## config.mk

```make
export PLATFORM = sky130hd
export DESIGN_NAME = muldiv_sequencer_flat
export DESIGN_NICKNAME = d
export VERILOG_FILES = /design/src/rtl/muldiv_pkg.sv /design/src/rtl/muldiv_if.sv /design/src/rtl/muldiv_iter_core.sv /design/src/rtl/muldiv_sequencer.sv /design/src/flat_wrapper.sv
export SDC_FILE = /design/constraint.sdc
export NUM_CORES = 1
export LEC_CHECK = 0
export BUFFER_PORTS_ARGS = -buffer_cell sky130_fd_sc_hd__buf_4
export CAP_MARGIN = 20
export CORE_MARGIN = 2
export CORE_UTILIZATION = 34
export DETAILED_ROUTE_END_ITERATION = 10
export PLACE_DENSITY_LB_ADDON = 0.2
export SYNTH_ARGS = -nofsm -noshare
export SYNTH_HDL_FRONTEND = slang
export SYNTH_HIERARCHICAL = 1
export SYNTH_SLANG_ARGS = --single-unit
```

## constraint.sdc

```tcl
create_clock -name clk -period 6.8 [get_ports clk]
set_clock_uncertainty 0.15 [all_clocks]
set_input_delay 0.68 -clock clk [delete_from_list [all_inputs] [get_ports clk]]
set_output_delay 0.68 -clock clk [all_outputs]
set_load 0.02 [all_outputs]
```

## src/rtl/muldiv_pkg.sv

```systemverilog
// Shared state encoding, RV32M op codes and sequencing constants for the
// multiply/divide sequencer.
package muldiv_pkg;

   typedef enum logic [2:0] {
      IDLE,
      PREP,
      CALC,
      FIX,
      DONE
   } state_t;

   localparam logic [2:0] OP_MUL    = 3'd0;
   localparam logic [2:0] OP_MULH   = 3'd1;
   localparam logic [2:0] OP_MULHSU = 3'd2;
   localparam logic [2:0] OP_MULHU  = 3'd3;
   localparam logic [2:0] OP_DIV    = 3'd4;
   localparam logic [2:0] OP_DIVU   = 3'd5;
   localparam logic [2:0] OP_REM    = 3'd6;
   localparam logic [2:0] OP_REMU   = 3'd7;

   localparam logic [1:0] SEL_MDIV_PREFIX = 2'b11;
   localparam logic [4:0] SEL_IDLE        = 5'b10000;

   localparam int ITER_COUNT = 32;

endpackage

```

## src/rtl/muldiv_if.sv

```systemverilog
// Handshake and data bundle between ALU control and the multiply/divide
// sequencer; the sequencer takes the slave side.
interface muldiv_if #(
   parameter int XLEN = 32
);
   logic            start;
   logic [4:0]      sel_operation;
   logic            flush;
   logic [XLEN-1:0] operand_a;
   logic [XLEN-1:0] operand_b;
   logic            busy;
   logic            stall;
   logic            done;
   logic [XLEN-1:0] result;

   modport master (
      output start, sel_operation, flush, operand_a, operand_b,
      input  busy, stall, done, result
   );

   modport slave (
      input  start, sel_operation, flush, operand_a, operand_b,
      output busy, stall, done, result
   );
endinterface

```

## src/rtl/muldiv_iter_core.sv

```systemverilog
// Radix-2 iteration datapath: shift-add multiply or restoring divide on a
// {hi, lo} register pair, one bit per step, with the iteration counter.
module muldiv_iter_core
   import muldiv_pkg::*;
#(
   parameter int XLEN = 32
) (
   input  logic            clk,
   input  logic            rst_n,
   input  logic            i_load,
   input  logic            i_step,
   input  logic            i_is_div,
   input  logic [XLEN-1:0] i_op_a,
   input  logic [XLEN-1:0] i_op_b,
   output logic [XLEN-1:0] o_hi,
   output logic [XLEN-1:0] o_lo,
   output logic            o_last
);
   localparam int CNT_W = $clog2(ITER_COUNT);

   logic [XLEN-1:0]  r_hi;
   logic [XLEN-1:0]  r_lo;
   logic [XLEN-1:0]  r_op_b;
   logic [CNT_W-1:0] r_cnt;

   logic [XLEN:0]   w_sum;
   logic [XLEN:0]   w_shift;
   logic [XLEN-1:0] w_diff;
   logic            w_ge;

   // Multiply: hi accumulates, lo holds the multiplier and fills with product
   // bits. Divide: hi is the partial remainder, lo shifts dividend out and
   // quotient bits in.
   always_comb begin
      w_sum   = {1'b0, r_hi} + (r_lo[0] ? {1'b0, r_op_b} : '0);
      w_shift = {r_hi, r_lo[XLEN-1]};
      w_ge    = w_shift >= {1'b0, r_op_b};
      w_diff  = w_shift[XLEN-1:0] - r_op_b;
   end

   // NOTE: sequential state uses non-blocking assignments so every register
   // samples the pre-edge values of the others.
   always_ff @(posedge clk) begin
      if (!rst_n) begin
         r_hi   <= '0;
         r_lo   <= '0;
         r_op_b <= '0;
         r_cnt  <= '0;
      end else if (i_load) begin
         r_hi   <= '0;
         r_lo   <= i_op_a;
         r_op_b <= i_op_b;
         r_cnt  <= '0;
      end else if (i_step) begin
         r_cnt <= r_cnt + CNT_W'(1);
         if (i_is_div) begin
            r_hi <= w_ge ? w_diff : w_shift[XLEN-1:0];
            r_lo <= {r_lo[XLEN-2:0], w_ge};
         end else begin
            r_hi <= w_sum[XLEN:1];
            r_lo <= {w_sum[0], r_lo[XLEN-1:1]};
         end
      end
   end

   assign o_hi   = r_hi;
   assign o_lo   = r_lo;
   assign o_last = (r_cnt == CNT_W'(ITER_COUNT - 1));
endmodule

```

## src/rtl/muldiv_sequencer.sv

```systemverilog
// RV32M multi-cycle sequencer: FSM, handshake, sign handling and result mux.
// Define MULDIV_EARLY_OUT_EN to skip CALC/FIX for zero operands, /0 and overflow.
module muldiv_sequencer
   import muldiv_pkg::*;
#(
   parameter int XLEN = 32
) (
   input  logic     clk,
   input  logic     rst_n,
   muldiv_if.slave  io_md
);
   localparam logic [XLEN-1:0] MIN_NEG = {1'b1, {(XLEN-1){1'b0}}};

   state_t          r_state, w_next;
   logic [2:0]      r_op;
   logic [XLEN-1:0] r_a, r_b, r_result;
   logic            r_neg_res;

   logic            w_accept, w_load, w_step, w_last, w_early;
   logic            w_is_div, w_rem_op, w_neg_a, w_neg_b, w_neg_res;
   logic            w_div_zero, w_overflow, w_special;
   logic [XLEN-1:0] w_mag_a, w_mag_b, w_hi, w_lo;
   logic [XLEN-1:0] w_quo_s, w_rem_s, w_special_result, w_fix_result, w_res_sel;
   logic [2*XLEN-1:0] w_prod_s;

   assign w_accept = io_md.start && (r_state == IDLE) && !io_md.flush &&
                     (io_md.sel_operation[4:3] == SEL_MDIV_PREFIX);

   assign w_is_div  = r_op[2];
   assign w_rem_op  = (r_op == OP_REM) || (r_op == OP_REMU);
   assign w_neg_a   = r_a[XLEN-1] && (r_op == OP_MULH || r_op == OP_MULHSU ||
                                      r_op == OP_DIV  || r_op == OP_REM);
   assign w_neg_b   = r_b[XLEN-1] && (r_op == OP_MULH || r_op == OP_DIV ||
                                      r_op == OP_REM);
   assign w_mag_a   = w_neg_a ? -r_a : r_a;
   assign w_mag_b   = w_neg_b ? -r_b : r_b;
   assign w_neg_res = w_rem_op ? w_neg_a : (w_neg_a ^ w_neg_b);

   // Architectural special cases are resolved from the raw operands.
   assign w_div_zero = w_is_div && (r_b == '0);
   assign w_overflow = (r_op == OP_DIV || r_op == OP_REM) &&
                       (r_a == MIN_NEG) && (r_b == '1);
   assign w_special  = w_div_zero || w_overflow || (r_a == '0) || (r_b == '0);

   always_comb begin
      w_special_result = '0;
      if (w_div_zero)      w_special_result = w_rem_op ? r_a : '1;
      else if (w_overflow) w_special_result = w_rem_op ? '0 : MIN_NEG;
   end

`ifdef MULDIV_EARLY_OUT_EN
   assign w_early = w_special;
`else
   assign w_early = 1'b0;
`endif

   muldiv_iter_core #(.XLEN(XLEN)) u_core (
      .clk      (clk),
      .rst_n    (rst_n),
      .i_load   (w_load),
      .i_step   (w_step),
      .i_is_div (w_is_div),
      .i_op_a   (w_mag_a),
      .i_op_b   (w_mag_b),
      .o_hi     (w_hi),
      .o_lo     (w_lo),
      .o_last   (w_last)
   );

   assign w_prod_s = r_neg_res ? -{w_hi, w_lo} : {w_hi, w_lo};
   assign w_quo_s  = r_neg_res ? -w_lo : w_lo;
   assign w_rem_s  = r_neg_res ? -w_hi : w_hi;

   always_comb begin
      case (r_op)
         OP_MUL:                       w_fix_result = w_prod_s[XLEN-1:0];
         OP_MULH, OP_MULHSU, OP_MULHU: w_fix_result = w_prod_s[2*XLEN-1:XLEN];
         OP_DIV, OP_DIVU:              w_fix_result = w_quo_s;
         default:                      w_fix_result = w_rem_s;
      endcase
   end

   assign w_res_sel = w_special ? w_special_result : w_fix_result;

   always_ff @(posedge clk) begin
      if (!rst_n) r_state <= IDLE;
      else        r_state <= w_next;
   end

   // NOTE: every output of this block gets a default first so no path can
   // leave one unassigned and infer a latch.
   always_comb begin
      w_next = r_state;
      w_load = 1'b0;
      w_step = 1'b0;
      case (r_state)
         IDLE: if (w_accept) w_next = PREP;
         PREP: begin
            w_load = 1'b1;
            w_next = w_early ? DONE : CALC;
         end
         CALC: begin
            w_step = 1'b1;
            if (w_last) w_next = FIX;
         end
         FIX:     w_next = DONE;
         DONE:    w_next = IDLE;
         default: w_next = IDLE;
      endcase
      if (io_md.flush && r_state != IDLE) w_next = IDLE;
   end

   always_ff @(posedge clk) begin
      if (!rst_n) begin
         r_op      <= '0;
         r_a       <= '0;
         r_b       <= '0;
         r_neg_res <= 1'b0;
         r_result  <= '0;
      end else begin
         if (w_accept) begin
            r_op <= io_md.sel_operation[2:0];
            r_a  <= io_md.operand_a;
            r_b  <= io_md.operand_b;
         end
         if (r_state == PREP) r_neg_res <= w_neg_res;
         if (w_next == DONE && r_state != DONE) r_result <= w_res_sel;
      end
   end

   assign io_md.busy   = (r_state != IDLE);
   assign io_md.stall  = (r_state != IDLE) || w_accept;
   assign io_md.done   = (r_state == DONE);
   assign io_md.result = r_result;
endmodule

```

## src/flat_wrapper.sv

```systemverilog
// flat-port wrapper written by rule: the top's interface ports become plain ports
module muldiv_sequencer_flat import muldiv_pkg::*;
#(
   parameter int XLEN = 32
)
  (clk, rst_n, io_md_start, io_md_sel_operation, io_md_flush, io_md_operand_a, io_md_operand_b, io_md_busy, io_md_stall, io_md_done, io_md_result);
  muldiv_if #(.XLEN(XLEN)) io_md_i ();
  input  logic clk;
  input  logic rst_n;
  input wire logic [$bits(io_md_i.start)-1:0] io_md_start;
  input wire logic [$bits(io_md_i.sel_operation)-1:0] io_md_sel_operation;
  input wire logic [$bits(io_md_i.flush)-1:0] io_md_flush;
  input wire logic [$bits(io_md_i.operand_a)-1:0] io_md_operand_a;
  input wire logic [$bits(io_md_i.operand_b)-1:0] io_md_operand_b;
  output wire logic [$bits(io_md_i.busy)-1:0] io_md_busy;
  output wire logic [$bits(io_md_i.stall)-1:0] io_md_stall;
  output wire logic [$bits(io_md_i.done)-1:0] io_md_done;
  output wire logic [$bits(io_md_i.result)-1:0] io_md_result;
  assign io_md_i.start = io_md_start;
  assign io_md_i.sel_operation = io_md_sel_operation;
  assign io_md_i.flush = io_md_flush;
  assign io_md_i.operand_a = io_md_operand_a;
  assign io_md_i.operand_b = io_md_operand_b;
  assign io_md_busy = io_md_i.busy;
  assign io_md_stall = io_md_i.stall;
  assign io_md_done = io_md_i.done;
  assign io_md_result = io_md_i.result;
  muldiv_sequencer #(.XLEN(XLEN)) u_core (.clk(clk), .rst_n(rst_n), .io_md(io_md_i));
endmodule
```

== Yosys cells after proc, flatten, opt, wreduce, memory -nomap -nowiden ==
Cells that the tools add are included.

* $add $sub $neg: 8
* Magnitude comparators: 1
* Eq/ne operators: 17
* Muxes and demuxes: 24
* Bitwise logic cells: 2
* Reductions and logical operators: 31

{| class="wikitable"
|+ Operators with widths
! kind !! number
|-
| 32-bit 2-to-1 mux || 15
|-
| 32-bit negation || 4
|-
| 32-bit case mux with 3 select lines || 1
|-
| 32-bit == test, second input constant || 2
|-
| 32-bit logical NOT || 2
|-
| 64-bit 2-to-1 mux || 1
|-
| 64-bit negation || 1
|-
| 32-bit by 33-bit adder with 33-bit output || 1
|-
| 33-bit by 32-bit greater-or-equal comparator with 1-bit output || 1
|-
| 32-bit subtractor || 1
|-
| 3-bit == test, second input constant || 6
|-
| 3-bit by 2-bit == test with 1-bit output, second input constant || 4
|-
| 3-bit case mux with 4 select lines || 1
|-
| 1-bit logical OR || 11
|-
| 1-bit logical AND || 10
|-
| 3-bit 2-to-1 mux || 3
|-
| 3-bit by 1-bit == test with 1-bit output, second input constant || 2
|-
| 3-bit logical NOT || 2
|-
| 5-bit by 1-bit adder with 5-bit output, second input constant || 1
|-
| 5-bit == test, second input constant || 1
|-
| 2-bit OR reduction || 2
|-
| 1-bit 2-to-1 mux || 3
|-
| 3-bit != test, second input constant || 1
|-
| 3-bit nonzero test || 1
|-
| other kinds (6) || 6
|}

* Register bits after elaboration: 204
* Output and inout bits: 35

== Depth between registers and ports, before layout ==
* Depth after elaboration: 9
* Depth in mapped cells: 14
* Depth with buffers taken out: 12

== Hierarchy ==
The synthesis kept the hierarchy.

{| class="wikitable"
|+ By module, submodules not included
! module !! times used !! cells each !! area an instance (um2) !! sequential area each (um2)
|-
| muldiv_iter_core || 1 || 1056 || 8458.1 || 2021.9
|-
| muldiv_sequencer || 1 || 1194 || 8232.9 || 2062.0
|}

== Least setup slack after synthesis ==
Ideal clock, no wire load.

* Kind: register to register
* From: register u_core.u_core.r_lo[0], in the netlist u_core/u_core/o_lo[0]
* To: register u_core.u_core.r_hi[17], in the netlist u_core/u_core/o_hi[17]
* Library setup time: 0.117 ns
* Data arrival time: 3.121 ns
* Data required time: 6.533 ns
* Path slack: 3.411 ns
* Cell stages (with the launch flop): 14
* Period minus slack after synthesis: 3.389 ns
* Cells stage by stage: dfxtp_1 -> clkbuf_1 -> and2_1 -> ha_1 -> fa_1 -> a211oi_1 -> o21ai_1 -> o22a_1 -> o31a_1 -> a311o_1 -> a21oi_1 -> xor2_1 -> nand2_1 -> a32o_1

* Cells in the longest elaborated chain, start to end: 3

{| class="wikitable"
|+ RTL lines
! item !! RTL line !! text
|-
| start, declared || muldiv_iter_core.sv:22 || <nowiki>logic [XLEN-1:0] r_lo;</nowiki>
|-
| start signal, assigned || muldiv_iter_core.sv:51 || <nowiki>r_lo <= i_op_a;</nowiki>
|-
| start signal, assigned || muldiv_iter_core.sv:58 || <nowiki>r_lo <= {r_lo[XLEN-2:0], w_ge};</nowiki>
|-
| start signal, assigned || muldiv_iter_core.sv:61 || <nowiki>r_lo <= {w_sum[0], r_lo[XLEN-1:1]};</nowiki>
|-
| 32-bit 2-to-1 mux || muldiv_iter_core.sv:35 || <nowiki>w_sum = {1'b0, r_hi} + (r_lo[0] ? {1'b0, r_op_b} : '0);</nowiki>
|-
| 32-bit by 33-bit adder with 33-bit output || muldiv_iter_core.sv:35 ||
|-
| 32-bit 2-to-1 mux || muldiv_iter_core.sv:56 || <nowiki>if (i_is_div) begin</nowiki>
|-
| end signal, assigned || muldiv_iter_core.sv:57 || <nowiki>r_hi <= w_ge ? w_diff : w_shift[XLEN-1:0];</nowiki>
|-
| end signal, assigned || muldiv_iter_core.sv:60 || <nowiki>r_hi <= w_sum[XLEN:1];</nowiki>
|-
| end, declared || muldiv_iter_core.sv:21 || <nowiki>logic [XLEN-1:0] r_hi;</nowiki>
|}

No other way between the ends.
A chain may end at the register's enable or synchronous reset.

== Worst setup path after layout ==
* From: register u_core.u_core.r_hi[18], in the netlist u_core/u_core/o_hi[18]
* To: register u_core.u_core.r_hi[9], in the netlist u_core/u_core/o_hi[9]

* Cells in the longest elaborated chain, start to end: 3

{| class="wikitable"
|+ RTL lines
! item !! RTL line !! text
|-
| 33-bit by 32-bit greater-or-equal comparator with 1-bit output || muldiv_iter_core.sv:37 || <nowiki>w_ge = w_shift >= {1'b0, r_op_b};</nowiki>
|-
| 32-bit 2-to-1 mux || muldiv_iter_core.sv:57 ||
|-
| 32-bit 2-to-1 mux || muldiv_iter_core.sv:56 ||
|}

No other way between the ends.

==> metrics <==
Wirelength per Cell=between 20 and 25 um; PortBufs=107; via count of the routed design=~17,000; synth top area cells=dfxtp_1 24%, a21oi_1 6.7%, nand2_1 6.1%; first-pass GRT wire length=approximately 100,000 um; Synth Net Count=2,396; CTS buffer count=26; number of DRC markers in iteration 0=1,801; pins over their slew limit=0; reg2reg setup slack=2.53 ns; crit path capture=u_core/u_core/o_hi[9]$_SDFFE_PP0P_; Pleak=7.411 nW; # DRC=0; worst vdd ir=about 180 uV; post-synthesis sequential area ratio=about a quarter; Post-Synthesis Cell Area=about 0.017 mm^2; H-tree levels=1; Critical Path Sink Type=flop; Placer Congestion=0.9897; antenna viol nets, final=0; kind of critical path=flop to flop; Clock Sinks=204; GRT overflow=0; largest net degree at the start of global routing=81; detailed placer's ending HPWL=48,490 um; FP Rows=81; worst slew pin tran=roughly 1.0 ns; Layout area overhead=12.62%; Mapped Cells=between 2,000 and 2,500; Worst Path Required=7.07 ns; GRT Overall Usage=25.18%; hold crit path type=input port to flop; syn_area_per_cell=7.418 um^2; dominant cell type by area after synthesis=dfxtp_1; Post-synth EDFFs=0; top layer in use=met4; placed insts=2,895; Worst slew margin=30.94%; Starting Density=34.24%; post-layout min period=4.270 ns; Final Setup Violations=0; Final Hold Vio Count=0; Ant. Diodes=0; Post-Route WL=around 65,000 um; clk buf depth=3; RSZ-0062 raised after global routing=no; capturing point of the worst reg2reg path=u_core/u_core/o_hi[9]$_SDFFE_PP0P_; DR WL met2=about 28,000 um; initial antenna violation count=0; WL met1=31,130 um; Synth Register Bits=204; Placeable Area=between 0.04 and 0.05 mm^2; fin crit share=about 63%; synth warn=6; number of library cell types mapped by synthesis=90; die area=around 0.051 mm^2; post-synth top area share=24.47%; CTS tree=built; Final nets=2,406; Post-synth ARST share=0%; post-CTS sizing=0; drt pass-1 iters=6; worst flop-to-flop path startpoint=u_core/u_core/o_hi[18]$_SDFFE_PP0P_; clk_lat worst skew=0.56 ns; cells on worst reg2reg path=11; Post-CTS Hold Buffers=0; fmax=0.2342 GHz; fillers=5,158; clk root buf=clkbuf_16; largest fanout on the critical path=29; Setup Fix Bufs, Post-CTS=0; vias in the first global route=15,770; Met3 Wirelength=4380 um; Setup Total Neg Slack=0 ns; layout cells sized above 1=9.934%; Post-Place Worst Slack=2.621 ns; total power=3.095 mW; Top FF cell, synth=dfxtp_1; result of the run=completed; Post-Layout Cell Count=2,939; Final WS setup=2.530 ns; Worst Setup SP=u_core/u_core/o_hi[18]$_SDFFE_PP0P_; Arr. time, crit path=4.54 ns; IO Count=108; pwr dens=164.7 mW/mm^2; Die X=225.6 um; CP startpoint kind=flop; vias per cell=roughly 5.8; Clock transition at path regs=0.06 ns; MaxCap Viol Count=0; DIE HEIGHT=225.6 um
==> registers in the layout (all words and copies together) (netlist names) <==
signal                cells
u_core/io_md.result      32
u_core/r_a               32
u_core/r_b               32
u_core/u_core/o_hi       32
u_core/u_core/o_lo       32
u_core/u_core/r_op_b     32
u_core/u_core/r_cnt       5
u_core/r_op               3
u_core/r_state            3
u_core/r_neg_res          1
==> through the flow <==
stage,cell area (um^2),hold WS (ns),util [%]
after global placement,17920,0.3131,36.77
after global routing,18800,0.2203,38.56
final,18800,0.2237,38.56
after CTS,18790,0.2052,38.55
after floorplan,16690,0.2938,-
after detailed placement,17930,0.3153,36.78
==> how the worst min path moves through the flow <==
stage	start	to	slack (ns)	cells past startpoint
finish	io_md_operand_b[7]	u_core/r_b[7]$_SDFFE_PN0P_	0.22	3
global placement	u_core/r_a[27]$_SDFFE_PN0P_	u_core/r_a[27]$_SDFFE_PN0P_	0.31	2
global route	io_md_operand_b[9]	u_core/r_b[9]$_SDFFE_PN0P_	0.22	3
floorplan	u_core/r_a[27]$_SDFFE_PN0P_	u_core/r_a[27]$_SDFFE_PN0P_	0.29	2
CTS	io_md_operand_b[7]	u_core/r_b[7]$_SDFFE_PN0P_	0.21	3
detailed placement	u_core/r_a[27]$_SDFFE_PN0P_	u_core/r_a[27]$_SDFFE_PN0P_	0.32	2
==> metal layers <==
layer,GRT usage (%),vias to the layer above
li1,-,8158
met5,0,-
met2,38.73,677
met1,37.38,8226
met3,2.947,74
met4,5.490,0
==> worst max-delay path: stages, from the launching register on <==
cell and delay [ns]:
dfxtp_1 0.63, ha_1 0.39, a21o_1 0.23, a31o_1 0.19, a32o_1 0.21, a211o_1 0.23, a41o_2 0.30, a31oi_4 0.79
buf_4 0.42, mux2_2 0.37, a21oi_1 0.14, a21oi_1 0.08
==> layout make-up <==
| cell class | instances | area [um^2] | area share, % |
|---|---|---|---|
| multi-input combinational | 1827 | 11770 | 62.59 |
| clock inverter | 10 | 132.6 | 0.7055 |
| inverter | 68 | 255.2 | 1.358 |
| sequential | 204 | 4089 | 21.75 |
| tap | 664 | 830.8 | 4.420 |
| timing repair buffer | 133 | 996.0 | 5.298 |
| clock buffer | 33 | 728.2 | 3.874 |
==> cells in the final DEF (no fill, tap or decap), types with 50 or more instances in the layout <==
master	count
mux2i_1	85
o21ai_0	122
nand2_1	271
a21oi_1	225
ha_1	71
a211oi_1	50
xnor2_1	84
nor2_1	165
dfxtp_1	202
xor2_1	77
inv_1	65
nor2b_1	75
buf_4	132
==> Yosys cell counts, drive strengths merged, types with 14 or more instances <==
cell type / instances
nand2: 271
a21oi: 227
dfxtp: 204
nor2: 167
o21ai: 136
clkbuf: 127
mux2i: 85
xnor2: 84
xor2: 77
nor2b: 76
ha: 71
inv: 66
a211oi: 51
nor3: 48
and2: 46
a21o: 35
a31oi: 35
nor4: 33
nand3: 31
o31ai: 31
buf: 24
nand4: 24
or3: 19
and3: 18
or4: 18
o211ai: 16
nand2b: 15
o22ai: 14
o41ai: 14
or2: 14
==> cells by family (layout without fill, tap and decap cells) <==
group,count (synthesis),after routing,share of synthesized area [%]
and+or+nand+nor,808,808,23.73
buffers and inverters,219,244,5.180
muxes,91,91,5.502
adders and majority gates,73,73,5.562
xor gates and xnor gates,161,161,8.448
AOI/OAI and AO/OA,694,694,27.11
DFF,204,204,24.47
==> power breakdown <==
part	switching, mW	internal (mW)
Sequential	0.0270	1.21
Clock	0.575	0.864
Combinational	0.274	0.149
No activity file was read; power rests on OpenSTA's default activity.
